File: src/rtl/control_sequencer_pkg.sv
// Shared opcode, ALU code, state and instruction-class definitions for the
// hardwired control unit.
package cpu_ctrl_pkg;

    localparam logic [4:0] OP_ADD  = 5'b00011;
    localparam logic [4:0] OP_SUB  = 5'b00100;
    localparam logic [4:0] OP_AND  = 5'b00101;
    localparam logic [4:0] OP_OR   = 5'b00110;
    localparam logic [4:0] OP_SHR  = 5'b00111;
    localparam logic [4:0] OP_SHRA = 5'b01000;
    localparam logic [4:0] OP_SHL  = 5'b01001;
    localparam logic [4:0] OP_ROR  = 5'b01010;
    localparam logic [4:0] OP_ROL  = 5'b01011;
    localparam logic [4:0] OP_ADDI = 5'b01100;
    localparam logic [4:0] OP_ANDI = 5'b01101;
    localparam logic [4:0] OP_ORI  = 5'b01110;
    localparam logic [4:0] OP_MUL  = 5'b01111;
    localparam logic [4:0] OP_DIV  = 5'b10000;
    localparam logic [4:0] OP_NOP  = 5'b11010;
    localparam logic [4:0] OP_HALT = 5'b11011;

    localparam logic [4:0] ALU_NONE = 5'b00000;

    typedef enum logic [3:0] {
        ST_IDLE = 4'd0,
        ST_T0   = 4'd1,
        ST_T1   = 4'd2,
        ST_T2   = 4'd3,
        ST_T3   = 4'd4,
        ST_T4   = 4'd5,
        ST_T5   = 4'd6,
        ST_T6   = 4'd7,
        ST_HALT = 4'd8
    } state_t;

    typedef enum logic [2:0] {
        CLS_ALU,
        CLS_IMM,
        CLS_MD,
        CLS_NOP,
        CLS_HALT
    } instr_class_t;

endpackage

File: src/rtl/control_sequencer_if.sv
// Strobe bundle between the control unit (master) and the datapath (slave).
interface control_sequencer_if;
    logic        run;
    logic        mem_rdy;
    logic [31:0] IR;
    logic [15:0] R_rd;
    logic [15:0] R_wrt;
    logic        PC_out, MDR_out, Zlo_out, Zhi_out, C_out;
    logic        PC_rd, MAR_rd, MDR_rd, IR_rd, Y_rd, Zlo_rd, Zhi_rd, HI_rd, LO_rd;
    logic        IncPC, Read;
    logic [4:0]  op_sel;
    logic        halted;
    logic [3:0]  state;

    modport master (
        input  run, mem_rdy, IR,
        output R_rd, R_wrt, PC_out, MDR_out, Zlo_out, Zhi_out, C_out,
               PC_rd, MAR_rd, MDR_rd, IR_rd, Y_rd, Zlo_rd, Zhi_rd, HI_rd, LO_rd,
               IncPC, Read, op_sel, halted, state
    );

    modport slave (
        output run, mem_rdy, IR,
        input  R_rd, R_wrt, PC_out, MDR_out, Zlo_out, Zhi_out, C_out,
               PC_rd, MAR_rd, MDR_rd, IR_rd, Y_rd, Zlo_rd, Zhi_rd, HI_rd, LO_rd,
               IncPC, Read, op_sel, halted, state
    );
endinterface

File: src/rtl/control_sequencer_decode.sv
// Combinational instruction decode: class, effective ALU code and one-hot
// register selects from the IR fields.
module ctrl_decode
    import cpu_ctrl_pkg::*;
(
    input  logic [31:0]  ir,
    output instr_class_t cls,
    output logic [4:0]   op_sel_eff,
    output logic [15:0]  ra_sel,
    output logic [15:0]  rb_sel,
    output logic [15:0]  rc_sel
);
    logic [4:0] op;
    logic       unused_imm;

    assign op         = ir[31:27];
    assign ra_sel     = 16'b1 << ir[26:23];
    assign rb_sel     = 16'b1 << ir[22:19];
    assign rc_sel     = 16'b1 << ir[18:15];
    // Low constant bits flow through the datapath, not the control unit.
    assign unused_imm = ^ir[14:0];

    always_comb begin
        cls        = CLS_NOP;
        op_sel_eff = ALU_NONE;
        case (op)
            OP_ADD, OP_SUB, OP_AND, OP_OR, OP_SHR, OP_SHRA,
            OP_SHL, OP_ROR, OP_ROL: begin
                cls        = CLS_ALU;
                op_sel_eff = op;
            end
            OP_ADDI: begin
                cls        = CLS_IMM;
                op_sel_eff = OP_ADD;
            end
            OP_ANDI: begin
                cls        = CLS_IMM;
                op_sel_eff = OP_AND;
            end
            OP_ORI: begin
                cls        = CLS_IMM;
                op_sel_eff = OP_OR;
            end
            OP_MUL, OP_DIV: begin
                cls        = CLS_MD;
                op_sel_eff = op;
            end
            OP_HALT: cls = CLS_HALT;
            default: cls = CLS_NOP;
        endcase
    end
endmodule

File: src/rtl/control_sequencer.sv
// Hardwired fetch/execute sequencer: state register, next-state logic and
// per-state strobe decode for the datapath.
module control_sequencer
    import cpu_ctrl_pkg::*;
(
    input  logic                clk,
    input  logic                clr,
    control_sequencer_if.master bus
);
    state_t       state_q, state_d;
    instr_class_t cls;
    logic [4:0]   op_sel_eff;
    logic [15:0]  ra_sel, rb_sel, rc_sel;

    ctrl_decode u_decode (
        .ir         (bus.IR),
        .cls        (cls),
        .op_sel_eff (op_sel_eff),
        .ra_sel     (ra_sel),
        .rb_sel     (rb_sel),
        .rc_sel     (rc_sel)
    );

    always_ff @(posedge clk) begin
        if (clr) state_q <= ST_IDLE;
        else     state_q <= state_d;
    end

    always_comb begin
        state_d = state_q;
        case (state_q)
            ST_IDLE: if (bus.run) state_d = ST_T0;
            ST_T0:   state_d = ST_T1;
            ST_T1:   if (bus.mem_rdy) state_d = ST_T2;
            ST_T2: begin
                case (cls)
                    CLS_NOP:  state_d = ST_T0;
                    CLS_HALT: state_d = ST_HALT;
                    default:  state_d = ST_T3;
                endcase
            end
            ST_T3:   state_d = ST_T4;
            ST_T4:   state_d = ST_T5;
            ST_T5:   state_d = (cls == CLS_MD) ? ST_T6 : ST_T0;
            ST_T6:   state_d = ST_T0;
            ST_HALT: state_d = ST_HALT;
            default: state_d = ST_IDLE;
        endcase
    end

    assign bus.state = state_q;

    always_comb begin
        bus.R_rd    = '0;
        bus.R_wrt   = '0;
        bus.PC_out  = 1'b0;
        bus.MDR_out = 1'b0;
        bus.Zlo_out = 1'b0;
        bus.Zhi_out = 1'b0;
        bus.C_out   = 1'b0;
        bus.PC_rd   = 1'b0;
        bus.MAR_rd  = 1'b0;
        bus.MDR_rd  = 1'b0;
        bus.IR_rd   = 1'b0;
        bus.Y_rd    = 1'b0;
        bus.Zlo_rd  = 1'b0;
        bus.Zhi_rd  = 1'b0;
        bus.HI_rd   = 1'b0;
        bus.LO_rd   = 1'b0;
        bus.IncPC   = 1'b0;
        bus.Read    = 1'b0;
        bus.op_sel  = ALU_NONE;
        bus.halted  = 1'b0;
        case (state_q)
            ST_T0: begin
                bus.PC_out = 1'b1;
                bus.MAR_rd = 1'b1;
                bus.IncPC  = 1'b1;
            end
            ST_T1: begin
                bus.Read   = 1'b1;
                bus.MDR_rd = bus.mem_rdy;
            end
            ST_T2: begin
                bus.MDR_out = 1'b1;
                bus.IR_rd   = 1'b1;
            end
            ST_T3: begin
                bus.R_wrt = rb_sel;
                bus.Y_rd  = 1'b1;
            end
            ST_T4: begin
                bus.op_sel = op_sel_eff;
                bus.Zlo_rd = 1'b1;
                bus.Zhi_rd = (cls == CLS_MD);
                // Immediate forms take the second operand from the constant field.
                if (cls == CLS_IMM) bus.C_out = 1'b1;
                else                bus.R_wrt = rc_sel;
            end
            ST_T5: begin
                bus.Zlo_out = 1'b1;
                if (cls == CLS_MD) bus.LO_rd = 1'b1;
                else               bus.R_rd  = ra_sel;
            end
            ST_T6: begin
                bus.Zhi_out = 1'b1;
                bus.HI_rd   = 1'b1;
            end
            ST_HALT: bus.halted = 1'b1;
            default: ;
        endcase
    end
endmodule

File: src/flat_wrapper.sv
// flat-port wrapper written by rule: the top's interface ports become plain ports
module control_sequencer_flat import cpu_ctrl_pkg::*;
  (clk, clr, bus_run, bus_mem_rdy, bus_IR, bus_R_rd, bus_R_wrt, bus_PC_out, bus_MDR_out, bus_Zlo_out, bus_Zhi_out, bus_C_out, bus_PC_rd, bus_MAR_rd, bus_MDR_rd, bus_IR_rd, bus_Y_rd, bus_Zlo_rd, bus_Zhi_rd, bus_HI_rd, bus_LO_rd, bus_IncPC, bus_Read, bus_op_sel, bus_halted, bus_state);
  control_sequencer_if bus_i ();
  input  logic clk;
  input  logic clr;
  input wire logic [$bits(bus_i.run)-1:0] bus_run;
  input wire logic [$bits(bus_i.mem_rdy)-1:0] bus_mem_rdy;
  input wire logic [$bits(bus_i.IR)-1:0] bus_IR;
  output wire logic [$bits(bus_i.R_rd)-1:0] bus_R_rd;
  output wire logic [$bits(bus_i.R_wrt)-1:0] bus_R_wrt;
  output wire logic [$bits(bus_i.PC_out)-1:0] bus_PC_out;
  output wire logic [$bits(bus_i.MDR_out)-1:0] bus_MDR_out;
  output wire logic [$bits(bus_i.Zlo_out)-1:0] bus_Zlo_out;
  output wire logic [$bits(bus_i.Zhi_out)-1:0] bus_Zhi_out;
  output wire logic [$bits(bus_i.C_out)-1:0] bus_C_out;
  output wire logic [$bits(bus_i.PC_rd)-1:0] bus_PC_rd;
  output wire logic [$bits(bus_i.MAR_rd)-1:0] bus_MAR_rd;
  output wire logic [$bits(bus_i.MDR_rd)-1:0] bus_MDR_rd;
  output wire logic [$bits(bus_i.IR_rd)-1:0] bus_IR_rd;
  output wire logic [$bits(bus_i.Y_rd)-1:0] bus_Y_rd;
  output wire logic [$bits(bus_i.Zlo_rd)-1:0] bus_Zlo_rd;
  output wire logic [$bits(bus_i.Zhi_rd)-1:0] bus_Zhi_rd;
  output wire logic [$bits(bus_i.HI_rd)-1:0] bus_HI_rd;
  output wire logic [$bits(bus_i.LO_rd)-1:0] bus_LO_rd;
  output wire logic [$bits(bus_i.IncPC)-1:0] bus_IncPC;
  output wire logic [$bits(bus_i.Read)-1:0] bus_Read;
  output wire logic [$bits(bus_i.op_sel)-1:0] bus_op_sel;
  output wire logic [$bits(bus_i.halted)-1:0] bus_halted;
  output wire logic [$bits(bus_i.state)-1:0] bus_state;
  assign bus_i.run = bus_run;
  assign bus_i.mem_rdy = bus_mem_rdy;
  assign bus_i.IR = bus_IR;
  assign bus_R_rd = bus_i.R_rd;
  assign bus_R_wrt = bus_i.R_wrt;
  assign bus_PC_out = bus_i.PC_out;
  assign bus_MDR_out = bus_i.MDR_out;
  assign bus_Zlo_out = bus_i.Zlo_out;
  assign bus_Zhi_out = bus_i.Zhi_out;
  assign bus_C_out = bus_i.C_out;
  assign bus_PC_rd = bus_i.PC_rd;
  assign bus_MAR_rd = bus_i.MAR_rd;
  assign bus_MDR_rd = bus_i.MDR_rd;
  assign bus_IR_rd = bus_i.IR_rd;
  assign bus_Y_rd = bus_i.Y_rd;
  assign bus_Zlo_rd = bus_i.Zlo_rd;
  assign bus_Zhi_rd = bus_i.Zhi_rd;
  assign bus_HI_rd = bus_i.HI_rd;
  assign bus_LO_rd = bus_i.LO_rd;
  assign bus_IncPC = bus_i.IncPC;
  assign bus_Read = bus_i.Read;
  assign bus_op_sel = bus_i.op_sel;
  assign bus_halted = bus_i.halted;
  assign bus_state = bus_i.state;
  control_sequencer u_core (.clk(clk), .clr(clr), .bus(bus_i));
endmodule
File: config.mk
export PLATFORM = sky130hd
export DESIGN_NAME = control_sequencer_flat
export DESIGN_NICKNAME = d
export VERILOG_FILES = /design/src/rtl/control_sequencer_pkg.sv /design/src/rtl/control_sequencer_if.sv /design/src/rtl/control_sequencer_decode.sv /design/src/rtl/control_sequencer.sv /design/src/flat_wrapper.sv
export SDC_FILE = /design/constraint.sdc
export NUM_CORES = 1
export LEC_CHECK = 0
export CORE_MARGIN = 3
export CORE_UTILIZATION = 33
export CTS_BUF_LIST = sky130_fd_sc_hd__clkbuf_4 sky130_fd_sc_hd__clkbuf_8
export CTS_CLUSTER_DIAMETER = 200
export DETAILED_ROUTE_END_ITERATION = 6
export PLACE_DENSITY = 0.95
export SYNTH_ARGS = -nofsm -noshare
export SYNTH_HDL_FRONTEND = slang
export SYNTH_SLANG_ARGS = --single-unit
File: constraint.sdc
create_clock -name clk -period 3.1 [get_ports clk]
set_input_delay 0.775 -clock clk [delete_from_list [all_inputs] [get_ports clk]]
set_output_delay 0.775 -clock clk [all_outputs]
set_load 0.01 [all_outputs]
==> flow_summary.yaml, run 1 <==
placement:
  place_congestion: 0.877
  hpwl_um: 3080
  port_buffers: 77
  place_ws_ps: -645
timing:
  layout_setup_ws_ps: 73.7
  hold_slack_ps: 707
  maxSlewViolCount: 0
  finClkSkew_ps: 1.67
  rsz0062_at_grt: "false"
  period_needed_ps: 3030
  timing.final.hold_violations: 0
  setup_viol: 0
  fmax_ghz: 0.330
  period_share_pct: 97.6
global_routing:
  grt.overflow.total: 0
  grt_pass1_wl_um: 6410
  grt_start_max_net_pins: 11
  grt_pass1_vias: 1481
  antenna_found_initial: 0
  grtUsageTotal_pct: 23.6
routing:
  vias: 1482
  postRouteAntennaNets: 0
  drt-pass1-iter-count: 4
  drtIter0Drc: 104
  post_drt_wl_per_cell_um: 15.2
  wirelength_um: 4030
  drc: 0
  vias_per_cell: 5.57
layout:
  nets: 274
  fill_cells: 218
  regArea_um2: 80.1
  n_antenna_cell: 0
  largest_register_ffs: 4
  layout-drive-gt1-share_pct: 22.9
  multiInputGateArea_um2: 800
  area_growth_pct: 97.2
critical_path:
  crit_slowest_cell: "a221oi_4"
  critPathLaunch: "bus_IR[30]"
  path_cells: "buf_2 > and3b_4 > a221oi_4 > nand3b_1 > buf_4 > buf_4 > nor2_1 > dlygate4sd2_1"
  r2r_start: "u_core.bus.state[0]"
  crit_required_ps: 2320
  crit_fanout: 4
  end_kind: "output port"
  slowest_delay_ps: 340
  cp-start-kind: "input port"
  crit_top_cell: "buf_4"
  critPathArrivalTime_ps: 2250
  critPathKind: "in -> out"
  critical-path-top-delay-family: "buffers and inverters"
  path_buf_inv: 4
clock_tree:
  h-tree-depth: 1
  cts_root_buf: "clkbuf_4"
  clockBufferDepth: 2
  cts_buffers: 3
  cts.clk_slew.worst_paths_ps: 40
  clock_sinks: 4
  postCtsHoldBufs: 0
  clock_latency_ps: 240
  cts_tree: "yes"
yosys:
  synth_top_area_cell: "nor2_1"
  synth_fp_nets: 179
  synth-main-ff-cell: "dfxtp_1"
  synth_top_area_share_pct: 9.59
  synth_edf_count: 0
  synthArstFlopShare_pct: 0
  synthDistinctLibCells: 39
  ys_seq_area_share_pct: 8.52
  synth_area_leaders: "nor2_1 (9.6%), dfxtp_1 (8.5%), o22ai_1 (8.0%), nand4bb_4 (5.9%), buf_4 (4.8%)"
  syn_area_um2: 940
  synth_most_common_cell: "nor2_1"
  yosysWarnings: 0
  synth-seq-cells: 4
  postSynthAreaPerCell_um2: 6.57
  ys_top_cells_by_count: "nor2_1 (24), o22ai_1 (12), nand2_1 (9)"
  synth_cells: 143
floorplanning:
  die_area_um2: 3520
  rows: 18
  start_util_pct: 36.3
  fp.coreArea_um2: 2590
  die_h_um: 59.4
  die_w_um: 59.4
  ios: 94
pwr:
  p_leak_nw: 0.830
  vdd_ir_drop_max_uv: 219
  p_per_area_nw_per_um2: 169
status:
  outcome: "complete, no violations"
hold_path:
  worstHoldStart: "u_core.bus.state[1]"
  hold_class: "reg -> reg"
flow_run:
  cap_violations: 0
## kinds of logic (layout without fill, tap and decap cells)
group           count (synthesis)  in the layout  synth area share (%)
other cells                     1              1                 0.399
buf+inv                        19            112                  10.5
flops                           4              4                  8.52
simple gates                   80             80                  52.2
compound gates                 39             39                  28.4
## stage by stage
| stage | setup TNS [ps] | power, mW | area, um^2 | util (%) | std cells |
|---|---|---|---|---|---|
| 2_1_floorplan | 0 | 0.151 | 940 | - | 143 |
| 3_3_place_gp | -15780 | 0.235 | 1820 | 70.3 | 258 |
| 3_5_place_dp | -16620 | 0.239 | 1820 | 70.3 | 258 |
| 4_1_cts | -14.8 | 0.315 | 1880 | 72.5 | 267 |
| 5_1_grt | 0 | 0.335 | 1850 | 71.5 | 266 |
| 6_report | 0 | 0.313 | 1850 | 71.5 | 266 |
## tightest hold or removal path: stages (launching register included)
cell       delay, ps
dfxtp_1          320
nand4bb_4        130
o22a_1           140
a21oi_1           60
## power breakdown
group          total, mW  switching [mW]  internal (mW)  leakage (nW)
clock network     0.0691          0.0255         0.0436        0.0138
logic              0.181          0.0848         0.0963         0.783
registers         0.0633         0.00665         0.0567        0.0325
total              0.313           0.117          0.197         0.830
## per-layer routing
layer  vias up  share of wire (%)  global-route usage, %
li1        709                  -                      -
met1       678                 38                   26.8
met2        80                 53                   40.9
met3        15                7.0                   4.36
met4         0                2.7                   12.9
met5         -                  0                      0
## path summary, 6_finish.rpt
path                          to  slack [ps]  depth (start not counted)
min reg2reg  u_core.bus.state[2]         710                          3
min          u_core.bus.state[2]         710                          3
max                  bus_R_rd[7]          70                          8
max reg2reg  u_core.bus.state[2]        1590                          5
## cells in the final DEF (no fill, tap or decap), types with 5 or more instances in the layout
master and instances:
nand3b_1 6, nand2_1 9, a21oi_1 7, o21ai_0 8, clkdlybuf4s50_1 38, clkdlybuf4s15_1 6, nand2b_1 6, nor2_1 24
nor3_1 5, buf_2 6, buf_4 24, inv_1 8, o22ai_1 12, dlygate4sd2_1 21
## repair_timing
item | 4_1_cts | 5_1_grt
endpoints found under the setup margin | 39 | 23
pin swaps | 6 | 2
buffers inserted | 6 | 0
resized for setup | 81 | 7
## layout make-up
class                   count  share of cell area (%)
clock buffers               3                    1.22
multi-input cells         120                    43.1
repair buffers            101                    47.7
well taps                  30                    2.03
inverters                   8                    1.62
flip-flops and latches      4                    4.32
(Power assumes the default switching activity.)
==> run 2, diff against run 1 <==
CAP_MARGIN = 0   (was unset)
==> results of run 2 <==
Same layout as run 1: the final DEF is identical, and so are final timing and power.
